==> config.mk <==
export PLATFORM = sky130hd
export DESIGN_NAME = uart_rx
export DESIGN_NICKNAME = d
export VERILOG_FILES = /design/src/rtl/uart_pkg.sv /design/src/rtl/uart_sync2.sv /design/src/rtl/uart_rx.sv
export SDC_FILE = /design/constraint.sdc
export NUM_CORES = 1
export LEC_CHECK = 0
export ABC_AREA = 1
export CAP_MARGIN = 10
export CORE_MARGIN = 4
export CORE_UTILIZATION = 60
export CTS_CLUSTER_DIAMETER = 150
export DETAILED_ROUTE_END_ITERATION = 10
export PLACE_DENSITY_LB_ADDON = 0.2
export SLEW_MARGIN = 40
export SYNTH_ARGS = -nofsm -noshare
export SYNTH_HDL_FRONTEND = slang
export SYNTH_SLANG_ARGS = --single-unit
==> constraint.sdc <==
create_clock -name ref_clk -period 3 [get_ports ref_clk]
set_clock_uncertainty 0.1 [all_clocks]
set_input_delay 0.3 -clock ref_clk [delete_from_list [all_inputs] [get_ports ref_clk]]
set_output_delay 0.3 -clock ref_clk [all_outputs]
set_load 0.01 [all_outputs]
==> src/rtl/uart_pkg.sv <==
// -----------------------------------------------------------------------------
// uart_pkg
// Shared definitions for the UART receive path:
//   - uart_state_e   : receiver FSM state encoding (IDLE, START, DATA, STOP, BREAK)
//   - UART_DATA_BITS : data bits per frame (8N1)
//   - START_BIT/STOP_BIT : line levels of the frame delimiters
//   - maj3()         : 2-of-3 majority helper used by the majority-vote build
// No ports.
// -----------------------------------------------------------------------------
package uart_pkg;

  typedef enum logic [2:0] {
    IDLE  = 3'd0,
    START = 3'd1,
    DATA  = 3'd2,
    STOP  = 3'd3,
    BREAK = 3'd4
  } uart_state_e;

  localparam int   UART_DATA_BITS = 8;
  localparam logic START_BIT      = 1'b0;
  localparam logic STOP_BIT       = 1'b1;

  function automatic logic maj3(input logic a, input logic b, input logic c);
    return (a & b) | (a & c) | (b & c);
  endfunction

endpackage

==> src/rtl/uart_sync2.sv <==
// -----------------------------------------------------------------------------
// uart_sync2
// Two-flop synchroniser for a single asynchronous input.
// Parameters:
//   RESET_VAL : value both flops take on reset (1 for an idle-high UART line)
// Ports:
//   i_clk   : destination clock
//   i_reset : synchronous, active-high reset
//   i_d     : asynchronous input
//   o_q     : synchronised output (two i_clk cycles of latency)
// -----------------------------------------------------------------------------
module uart_sync2 #(
  parameter logic RESET_VAL = 1'b1
) (
  input  logic i_clk,
  input  logic i_reset,
  input  logic i_d,
  output logic o_q
);

  logic [1:0] r_sync;

  always_ff @(posedge i_clk) begin
    if (i_reset) begin
      r_sync <= {2{RESET_VAL}};
    end else begin
      r_sync <= {r_sync[0], i_d};
    end
  end

  assign o_q = r_sync[1];

endmodule

==> src/rtl/uart_rx.sv <==
// -----------------------------------------------------------------------------
// uart_rx
// 8N1 UART receiver driven by an oversampling strobe.
// Parameters:
//   OVERSAMPLE : sample_clk strobes per bit period (even, 4..64)
//   CNT_W      : width of the sub-bit tick counter (2**CNT_W > OVERSAMPLE)
// Ports:
//   ref_clk    : system clock, all logic on its rising edge
//   reset      : synchronous, active-high reset
//   sample_clk : one-cycle strobe, OVERSAMPLE per bit period
//   rx         : asynchronous serial line, idle high
//   out[0:7]   : received byte; out[7] holds the first (least significant) bit
//   valid      : one-cycle pulse, out carries a new good byte
//   frame_err  : one-cycle pulse, stop bit sampled low
//   busy       : high from start-bit confirmation until back in IDLE
// Handshake: valid/frame_err are single-cycle pulses with no back-pressure;
//   the consumer must capture out in the cycle valid is high, and a later good
//   frame overwrites out unconditionally.
// Build option:
//   UART_RX_MAJORITY_EN : each bit decision is the 2-of-3 majority of rx_s at
//   ticks OVERSAMPLE/2-2, OVERSAMPLE/2-1, OVERSAMPLE/2 of the bit. Undefined:
//   the single sample at tick OVERSAMPLE/2 is used. Decision timing and hence
//   latency are the same in both builds.
// The FSM state is held in r_state (type uart_state_e) for observation.
// -----------------------------------------------------------------------------
module uart_rx
  import uart_pkg::*;
#(
  parameter int OVERSAMPLE = 16,
  parameter int CNT_W      = 6
) (
  input  logic       ref_clk,
  input  logic       reset,
  input  logic       sample_clk,
  input  logic       rx,
  output logic [0:7] out,
  output logic       valid,
  output logic       frame_err,
  output logic       busy
);

  localparam logic [CNT_W-1:0] HALF_M1 = CNT_W'(OVERSAMPLE / 2 - 1);
  localparam logic [CNT_W-1:0] FULL_M1 = CNT_W'(OVERSAMPLE - 1);
  localparam logic [2:0]       LAST_BIT = 3'(UART_DATA_BITS - 1);

  logic w_rx_s;
  logic w_bit;

  uart_state_e      r_state, w_state_nxt;
  logic [CNT_W-1:0] r_tick,  w_tick_nxt;
  logic [2:0]       r_bit,   w_bit_nxt;
  logic [0:7]       r_shift, w_shift_nxt;
  logic [0:7]       r_out,   w_out_nxt;
  logic             r_valid, w_valid_nxt;
  logic             r_ferr,  w_ferr_nxt;
  logic             r_busy,  w_busy_nxt;

  uart_sync2 #(.RESET_VAL(1'b1)) u_sync (
    .i_clk   (ref_clk),
    .i_reset (reset),
    .i_d     (rx),
    .o_q     (w_rx_s)
  );

`ifdef UART_RX_MAJORITY_EN
  // Last two strobe samples of rx_s. At a decision strobe (tick OVERSAMPLE/2 of
  // the bit, counting the start-detect strobe as tick 0) the window is
  // r_hist[1], r_hist[0], rx_s, i.e. ticks OVERSAMPLE/2-2 .. OVERSAMPLE/2, so
  // the vote completes at the same strobe as the single-sample decision.
  logic [1:0] r_hist;

  always_ff @(posedge ref_clk) begin
    if (reset) begin
      r_hist <= 2'b11;
    end else if (sample_clk) begin
      r_hist <= {r_hist[0], w_rx_s};
    end
  end

  assign w_bit = maj3(r_hist[1], r_hist[0], w_rx_s);
`else
  assign w_bit = w_rx_s;
`endif

  always_comb begin
    w_state_nxt = r_state;
    w_tick_nxt  = r_tick;
    w_bit_nxt   = r_bit;
    w_shift_nxt = r_shift;
    w_out_nxt   = r_out;
    w_busy_nxt  = r_busy;
    w_valid_nxt = 1'b0;
    w_ferr_nxt  = 1'b0;

    if (sample_clk) begin
      case (r_state)
        IDLE: begin
          if (w_rx_s == START_BIT) begin
            w_tick_nxt  = '0;
            w_state_nxt = START;
          end
        end

        START: begin
          if (r_tick == HALF_M1) begin
            if (w_bit == START_BIT) begin
              w_busy_nxt  = 1'b1;
              w_tick_nxt  = '0;
              w_bit_nxt   = '0;
              w_state_nxt = DATA;
            end else begin
              // Too short to be a start bit: treat as line noise.
              w_state_nxt = IDLE;
            end
          end else begin
            w_tick_nxt = r_tick + CNT_W'(1);
          end
        end

        DATA: begin
          if (r_tick == FULL_M1) begin
            w_tick_nxt  = '0;
            // New bit enters at index 0; the first bit ends up at index 7.
            w_shift_nxt = {w_bit, r_shift[0:6]};
            if (r_bit == LAST_BIT) begin
              w_state_nxt = STOP;
            end else begin
              w_bit_nxt = r_bit + 3'd1;
            end
          end else begin
            w_tick_nxt = r_tick + CNT_W'(1);
          end
        end

        STOP: begin
          if (r_tick == FULL_M1) begin
            w_tick_nxt = '0;
            if (w_bit == STOP_BIT) begin
              // Returning to IDLE at mid-stop lets a start edge in the second
              // half of the stop bit be caught (no idle gap needed).
              w_out_nxt   = r_shift;
              w_valid_nxt = 1'b1;
              w_busy_nxt  = 1'b0;
              w_state_nxt = IDLE;
            end else begin
              w_ferr_nxt  = 1'b1;
              w_state_nxt = BREAK;
            end
          end else begin
            w_tick_nxt = r_tick + CNT_W'(1);
          end
        end

        BREAK: begin
          // Stay here while the line is held low so it cannot re-trigger.
          if (w_rx_s == STOP_BIT) begin
            w_busy_nxt  = 1'b0;
            w_state_nxt = IDLE;
          end
        end

        default: begin
          w_state_nxt = IDLE;
        end
      endcase
    end
  end

  always_ff @(posedge ref_clk) begin
    if (reset) begin
      r_state <= IDLE;
      r_tick  <= '0;
      r_bit   <= '0;
      r_shift <= '0;
      r_out   <= '0;
      r_valid <= 1'b0;
      r_ferr  <= 1'b0;
      r_busy  <= 1'b0;
    end else begin
      r_state <= w_state_nxt;
      r_tick  <= w_tick_nxt;
      r_bit   <= w_bit_nxt;
      r_shift <= w_shift_nxt;
      r_out   <= w_out_nxt;
      r_valid <= w_valid_nxt;
      r_ferr  <= w_ferr_nxt;
      r_busy  <= w_busy_nxt;
    end
  end

  assign out       = r_out;
  assign valid     = r_valid;
  assign frame_err = r_ferr;
  assign busy      = r_busy;

endmodule

==> key figures, run 1 <==
Power and ir drop
  – Pwr Density: 600 nW/um^2
  – LEAKAGE: around 0.75 nW
  – Maximum VDD drop: between 0.4 and 0.5 mV

Clocking
  – Post-CTS Setup Bufs: 0
  – CTS H-Tree Depth: 2
  – Root Buffer: clkbuf_4
  – Clock transition at the registers of the reported paths: 0.09 ns
  – Post-CTS resize count: 0
  – CTS tree: yes
  – Worst-Skew Late Latency: between 0.3 and 0.4 ns
  – Clock Path Buffers: 2
  – CTS Buf Count: 5
  – Hold Buf Count CTS: 0
  – CTS sink cnt: 33

Global routing
  – Initial antenna violation count: 0
  – Grt ovf: 0
  – Global-route usage over all layers: 22.0%
  – First-pass GRT wire length: approximately 5.9 mm
  – Vias in the first global route: 1372
  – Largest net degree at the start of global routing: 23

Synth
  – Synth area leader: dfxtp_1
  – Post-Synth XOR/XNOR Area: 0%
  – Synth Area in Simple Gates: a little under a third
  – Synth warn: 0
  – Top-area cell type share of the netlist area: 40.6%
  – Synth Area per Inst: 7.32 sq um
  – Post-Synth Adder-Cell Area: 2.31%
  – Syn Nets: 229
  – Largest cells by area after synthesis: dfxtp_1 41%, nand2_1 9.0%, a21oi_1 7.7%, inv_1 5.5%, nor2_1 5.1%
  – Synth Area in Compound Gates: 17.9%
  – Yosys reg bits: 33
  – Post-synthesis cell area: 1630 sq um
  – Largest family of logic cells by synthesized area: simple AND/OR/NAND/NOR gates
  – Mux contribution to synthesized area: 0%
  – Seq/Total Area, Yosys: 40.6%
  – Cells after Synth: 222
  – Cell variety after synth: 28

Critical path
  – Levels on crit path: 10
  – R2R cell count: 10
  – Most Frequent Cell on Critical Path: nand2_1
  – WP data required: 3.11 ns
  – Element type at the critical path start: flop
  – Crit Path Max Fanout: 5
  – Crit-path max cell delay: 0.36 ns
  – Crit path max-delay family: simple AND/OR/NAND/NOR gates
  – Slowest-stage cell, CP: dfxtp_1
  – Type of the worst setup path: flop to flop
  – Critical path buffers and inverters: 0
  – Crit path arrival time: 1.91 ns
  – Worst setup EP type: flop
  – Critical-path cell list: ha_1 -> nand2_1 -> nor2_1 -> nand2_1 -> nand2_2 -> nand2_2 -> nor2_2 -> nand3_1 -> nand2_1 -> nor2_1

Die
  – DIE AREA: 3610 sq um
  – Die width: 60.0 um
  – FP Rows: 18
  – Die H: roughly 60 um
  – Starting Density: 64.4%
  – IO Pins: 15
  – Core Area: 2520 sq um

Timing
  – Final Hold Fails: 0
  – Max Slew Vio Count: 0
  – Relative slew slack: 60.2%
  – Unrepaired setup endpoints after global routing: false
  – Final setup fails: 0
  – Final Critical Period: 1.80 ns
  – Tcrit/Tclk final: 60.0%
  – F_max: 555 MHz
  – Worst-Margin Slew: 0.596 ns
  – Setup tns final: 0 ns

Drt
  – DRT antenna net count: 0
  – WL/cell: 12.7 um
  – Final wirelength: 3.37 mm
  – DRC errors left: 0
  – Initial drt markers: around 90
  – DR vias/cell: approximately 5.5
  – Via count: 1469
  – 1st-pass router iterations: 4

Final layout
  – Storage element area: 661 sq um
  – Final net count: around 240
  – Filler cells: 208
  – Diodes inserted: 0
  – Commonest non-fill, non-tap cell in the layout: nand2_1
  – Area of the multi-input gates: 820 sq um
  – Cell area after layout: between 1500 and 2000 sq um
  – Layout cells sized above 1: between 10 and 15%
  – P&R area growth vs syn: 11.6%
  – Commonest cells after routing, fill and taps aside: 39 x nand2_1, 33 x dfxtp_1, 25 x a21oi_1

Min path
  – Hold Path Class: flop to flop
  – WHS Path Cells: 1

Run
  – Maxcap violations: 0

Place
  – IO Port Bufs: 14
  – Final GP Congestion: 0.942
  – DP Area: 1760 sq um
  – DP Wirelength: 2.52 mm

Outcome
  – Status: complete, no violations
## final cells by class
type	instances	area share [%]
Multi-Input combinational cell	155	45.2
Sequential cell	33	36.4
Inverter	27	5.59
Clock buffer	7	3.03
Tap cell	30	2.07
Timing Repair Buffer	14	7.72
## report_power, final
| part | internal [W] | total, W | switching, W | leakage (nW) |
|---|---|---|---|---|
| combinational | 0.000116 | 0.000337 | 0.000221 | 0.449 |
| clock | 0.000110 | 0.000248 | 0.000138 | 0.0314 |
| sequential | 0.000466 | 0.000503 | 0.0000372 | 0.267 |
| total | 0.000693 | 0.00109 | 0.000396 | 0.747 |
## sequential cells by signal, indices dropped and copies added (netlist names)
register	count
out	8
r_shift	8
r_tick	6
r_bit	3
r_state	3
u_sync.r_sync	2
busy	1
frame_err	1
valid	1
## worst register-to-register path, cell delays in order, from the launching register on
cell     delay (ns)
dfxtp_1        0.36
ha_1           0.22
nand2_1        0.11
nor2_1         0.12
nand2_1        0.09
nand2_2        0.13
nand2_2        0.10
nor2_2         0.18
nand3_1        0.12
nand2_1        0.10
nor2_1         0.05
## synthesized netlist by cell type (all sizes together)
master / n
a211oi: 1
inv: 27
or2: 3
ha: 3
clkbuf: 2
nand4: 3
nand2: 45
dfxtp: 33
o211ai: 1
buf: 5
a21oi: 27
nor2: 28
o21ai: 22
nand3: 19
nor3: 2
a21boi: 1
## worst paths after layout
kind                                  startpoint                to  slack, ns
worst max-delay path                   r_tick[0]          r_bit[1]       1.20
worst min-delay path            u_sync.r_sync[0]  u_sync.r_sync[1]       0.33
worst max register to register         r_tick[0]          r_bit[1]       1.20
worst min register to register  u_sync.r_sync[0]  u_sync.r_sync[1]       0.33
## per-layer routing
layer  GRT usage, %  up-vias  wire length, um
met3           6.91        8              160
met5              0        -                0
met4           12.3        0               76
li1               -      748                -
met1           25.3      671             1500
met2           35.8       42             1630
## cell families after synthesis
kind of cell | count (synthesis)
and+or+nand+nor | 100
AOI/OAI and AO/OA | 52
buffers and inverters | 34
DFF | 33
adders and majority gates | 3
## per-stage QoR
stage | instances | util (%) | setup slack (ns) | hold slack (ns) | power, W
after global routing | 266 | 71.9 | 1.03 | 0.336 | 0.00118
after detailed placement | 259 | 69.7 | 0.986 | 0.303 | 0.000845
after CTS | 266 | 71.9 | 1.22 | 0.330 | 0.00109
after floorplan | 222 | - | 1.53 | 0.289 | 0.000773
after global placement | 259 | 69.7 | 1.09 | 0.296 | 0.000832
final | 266 | 71.9 | 1.20 | 0.326 | 0.00109
No activity file was read; power rests on OpenSTA's default activity.
==> inputs of run 2 (changes only) <==
- CORE_UTILIZATION: 60 -> 56
- clock period: 3 -> 1.7 ns (I/O delays scaled with it)
==> run 2 against run 1 <==
Effect of this change: clock power rose to 2.5 times the previous value; combinational power up 85%; fmax up 12%; global-route usage down 2.0 points; critical path type unchanged; critical endpoint is now out[2].
==> key figures, run 2 (synthesized netlist as in run 1, its figures left out) <==
Outcome
  – Status: complete, no violations

Drt
  – Uppermost routed layer: met4
  – Detailed route wirelength on metal3: ~140 um
  – Final wirelength: 3.41 mm
  – WL/cell: roughly 12 um
  – M1 WL: 1.63 mm
  – DRT antenna net count: 0
  – WL met2: approximately 1.6 mm
  – Via count: between 1000 and 1500
  – DR vias/cell: 5.35
  – 1st-pass router iterations: 4
  – Initial drt markers: 80
  – DRC errors left: 0

Clocking
  – Worst-Skew Late Latency: 0.33 ns
  – CTS H-Tree Depth: 2
  – CTS tree: yes
  – CTS Buf Count: 5
  – CTS sink cnt: 33
  – Clock Path Buffers: 2
  – Root Buffer: clkbuf_4
  – Clock transition at the registers of the reported paths: between 0.1 and 0.15 ns
  – Hold Buf Count CTS: 0

Critical path
  – Element type at the critical path start: flop
  – Critical-path cell list: nand3_4 -> nor2_4 -> nand2_4 -> nor2_8 -> buf_4 -> o21ai_2 -> a21oi_2
  – Crit path arrival time: 1.78 ns
  – Crit-path max cell delay: between 0.5 and 0.6 ns
  – Crit path max-delay family: simple AND/OR/NAND/NOR gates
  – Crit path from: r_tick[3]
  – Type of the worst setup path: flop to flop
  – Crit Path Max Fanout: 8
  – R2R cell count: 7
  – Levels on crit path: 7
  – Register-to-register setup slack: 0.09 ns
  – Critical path buffers and inverters: 1
  – FF-to-FF End: out[2]
  – Reg-to-Reg Start: r_tick[3]
  – Slowest-stage cell, CP: dfxtp_1
  – Worst setup EP type: flop
  – CP Capture Point: out[2]
  – WP data required: around 1.9 ns

Die
  – Core Area: 2760 sq um
  – Starting Density: 58.9%
  – IO Pins: 15
  – DIE AREA: ~3800 sq um
  – FP Rows: 19
  – Die width: roughly 62 um
  – Die H: between 60 and 70 um

Power and ir drop
  – Pwr Density: 1100 nW/um^2
  – Maximum VDD drop: around 1.1 mV
  – LEAKAGE: 0.791 nW

Timing
  – Max Slew Vio Count: 0
  – Final setup fails: 0
  – Relative slew slack: between 70% and 80%
  – Final Hold Fails: 0
  – Final Critical Period: around 1.6 ns
  – Setup tns final: 0 ns
  – Final worst slack: 0.0925 ns
  – F_max: 622 MHz
  – Worst-Margin Slew: between 0.3 and 0.4 ns
  – Tcrit/Tclk final: 94.6%

Final layout
  – Storage element area: 663 sq um
  – Diodes inserted: 0
  – P&R area growth vs syn: 20.2%
  – Commonest non-fill, non-tap cell in the layout: nand2_1
  – Filler cells: 255
  – Final net count: 251
  – Commonest cells after routing, fill and taps aside: 39 x nand2_1, 31 x dfxtp_1, 25 x a21oi_1
  – Area of the multi-input gates: 870 sq um
  – Cell area after layout: 1950 sq um
  – Layout cells sized above 1: around 20%

Place
  – DP Wirelength: about 2.4 mm
  – DP Area: 1800 sq um
  – IO Port Bufs: 14
  – Final GP Congestion: ~0.89
  – Dpl ws: between 0.02 and 0.03 ns

Global routing
  – Grt ovf: 0
  – Vias in the first global route: roughly 1300
  – First-pass GRT wire length: ~5.6 mm
  – Global-route usage over all layers: 20.0%
  – Largest net degree at the start of global routing: 17
  – Initial antenna violation count: 0

Min path
  – Hold Path Class: input pin to flop

Run
  – Maxcap violations: 0
[run 2: cell type report]
| cell class | count | share of cell area (%) |
|---|---|---|
| clock buffer | 6 | 2.62 |
| clock inverter | 2 | 1.92 |
| inverter | 27 | 5.19 |
| multi-input combinational | 156 | 44.5 |
| sequential | 33 | 33.9 |
| tap | 31 | 1.98 |
| timing repair buffer | 21 | 9.86 |
[run 2: report_power, final]
group	leakage, nW	switching, W	internal [W]
Clock	0.0445	0.000278	0.000349
Combinational	0.479	0.000395	0.000227
Sequential	0.268	0.0000694	0.000823
[run 2: routing by layer]
metal	global-route usage [%]	vias up
li1	-	769
met1	24.5	670
met2	31.5	32
met3	6.61	6
met4	9.70	0
met5	0	-
[run 2: per-stage QoR]
step | power (W) | util (%) | instances | hold slack [ns]
after floorplan | 0.00136 | - | 222 | 0.174
after global placement | 0.00149 | 65.2 | 265 | 0.306
after detailed placement | 0.00149 | 65.2 | 265 | 0.301
after CTS | 0.00213 | 68.4 | 273 | 0.277
after global routing | 0.00228 | 70.9 | 276 | 0.283
final | 0.00214 | 70.9 | 276 | 0.294
[run 2: timing repair]
action,in CTS,in global routing
endpoints found under the setup margin,0,21
gates resized for setup,0,9
buffers inserted,0,2
hold endpoints to repair,0,0
[run 2: how the worst min path moves through the flow]
stage | cells past startpoint | slack, ns | from | end
after floorplan | 1 | 0.17 | rx | u_sync.r_sync[0]
after global placement | 1 | 0.31 | u_sync.r_sync[0] | u_sync.r_sync[1]
after detailed placement | 1 | 0.30 | u_sync.r_sync[0] | u_sync.r_sync[1]
after CTS | 2 | 0.28 | rx | u_sync.r_sync[0]
after global routing | 2 | 0.28 | rx | u_sync.r_sync[0]
final | 2 | 0.29 | rx | u_sync.r_sync[0]
==> inputs of run 3 (changes only) <==
- CTS_CLUSTER_SIZE: unset -> 28
==> results of run 3 <==
Final layout, timing and power as in run 2 (identical DEF).
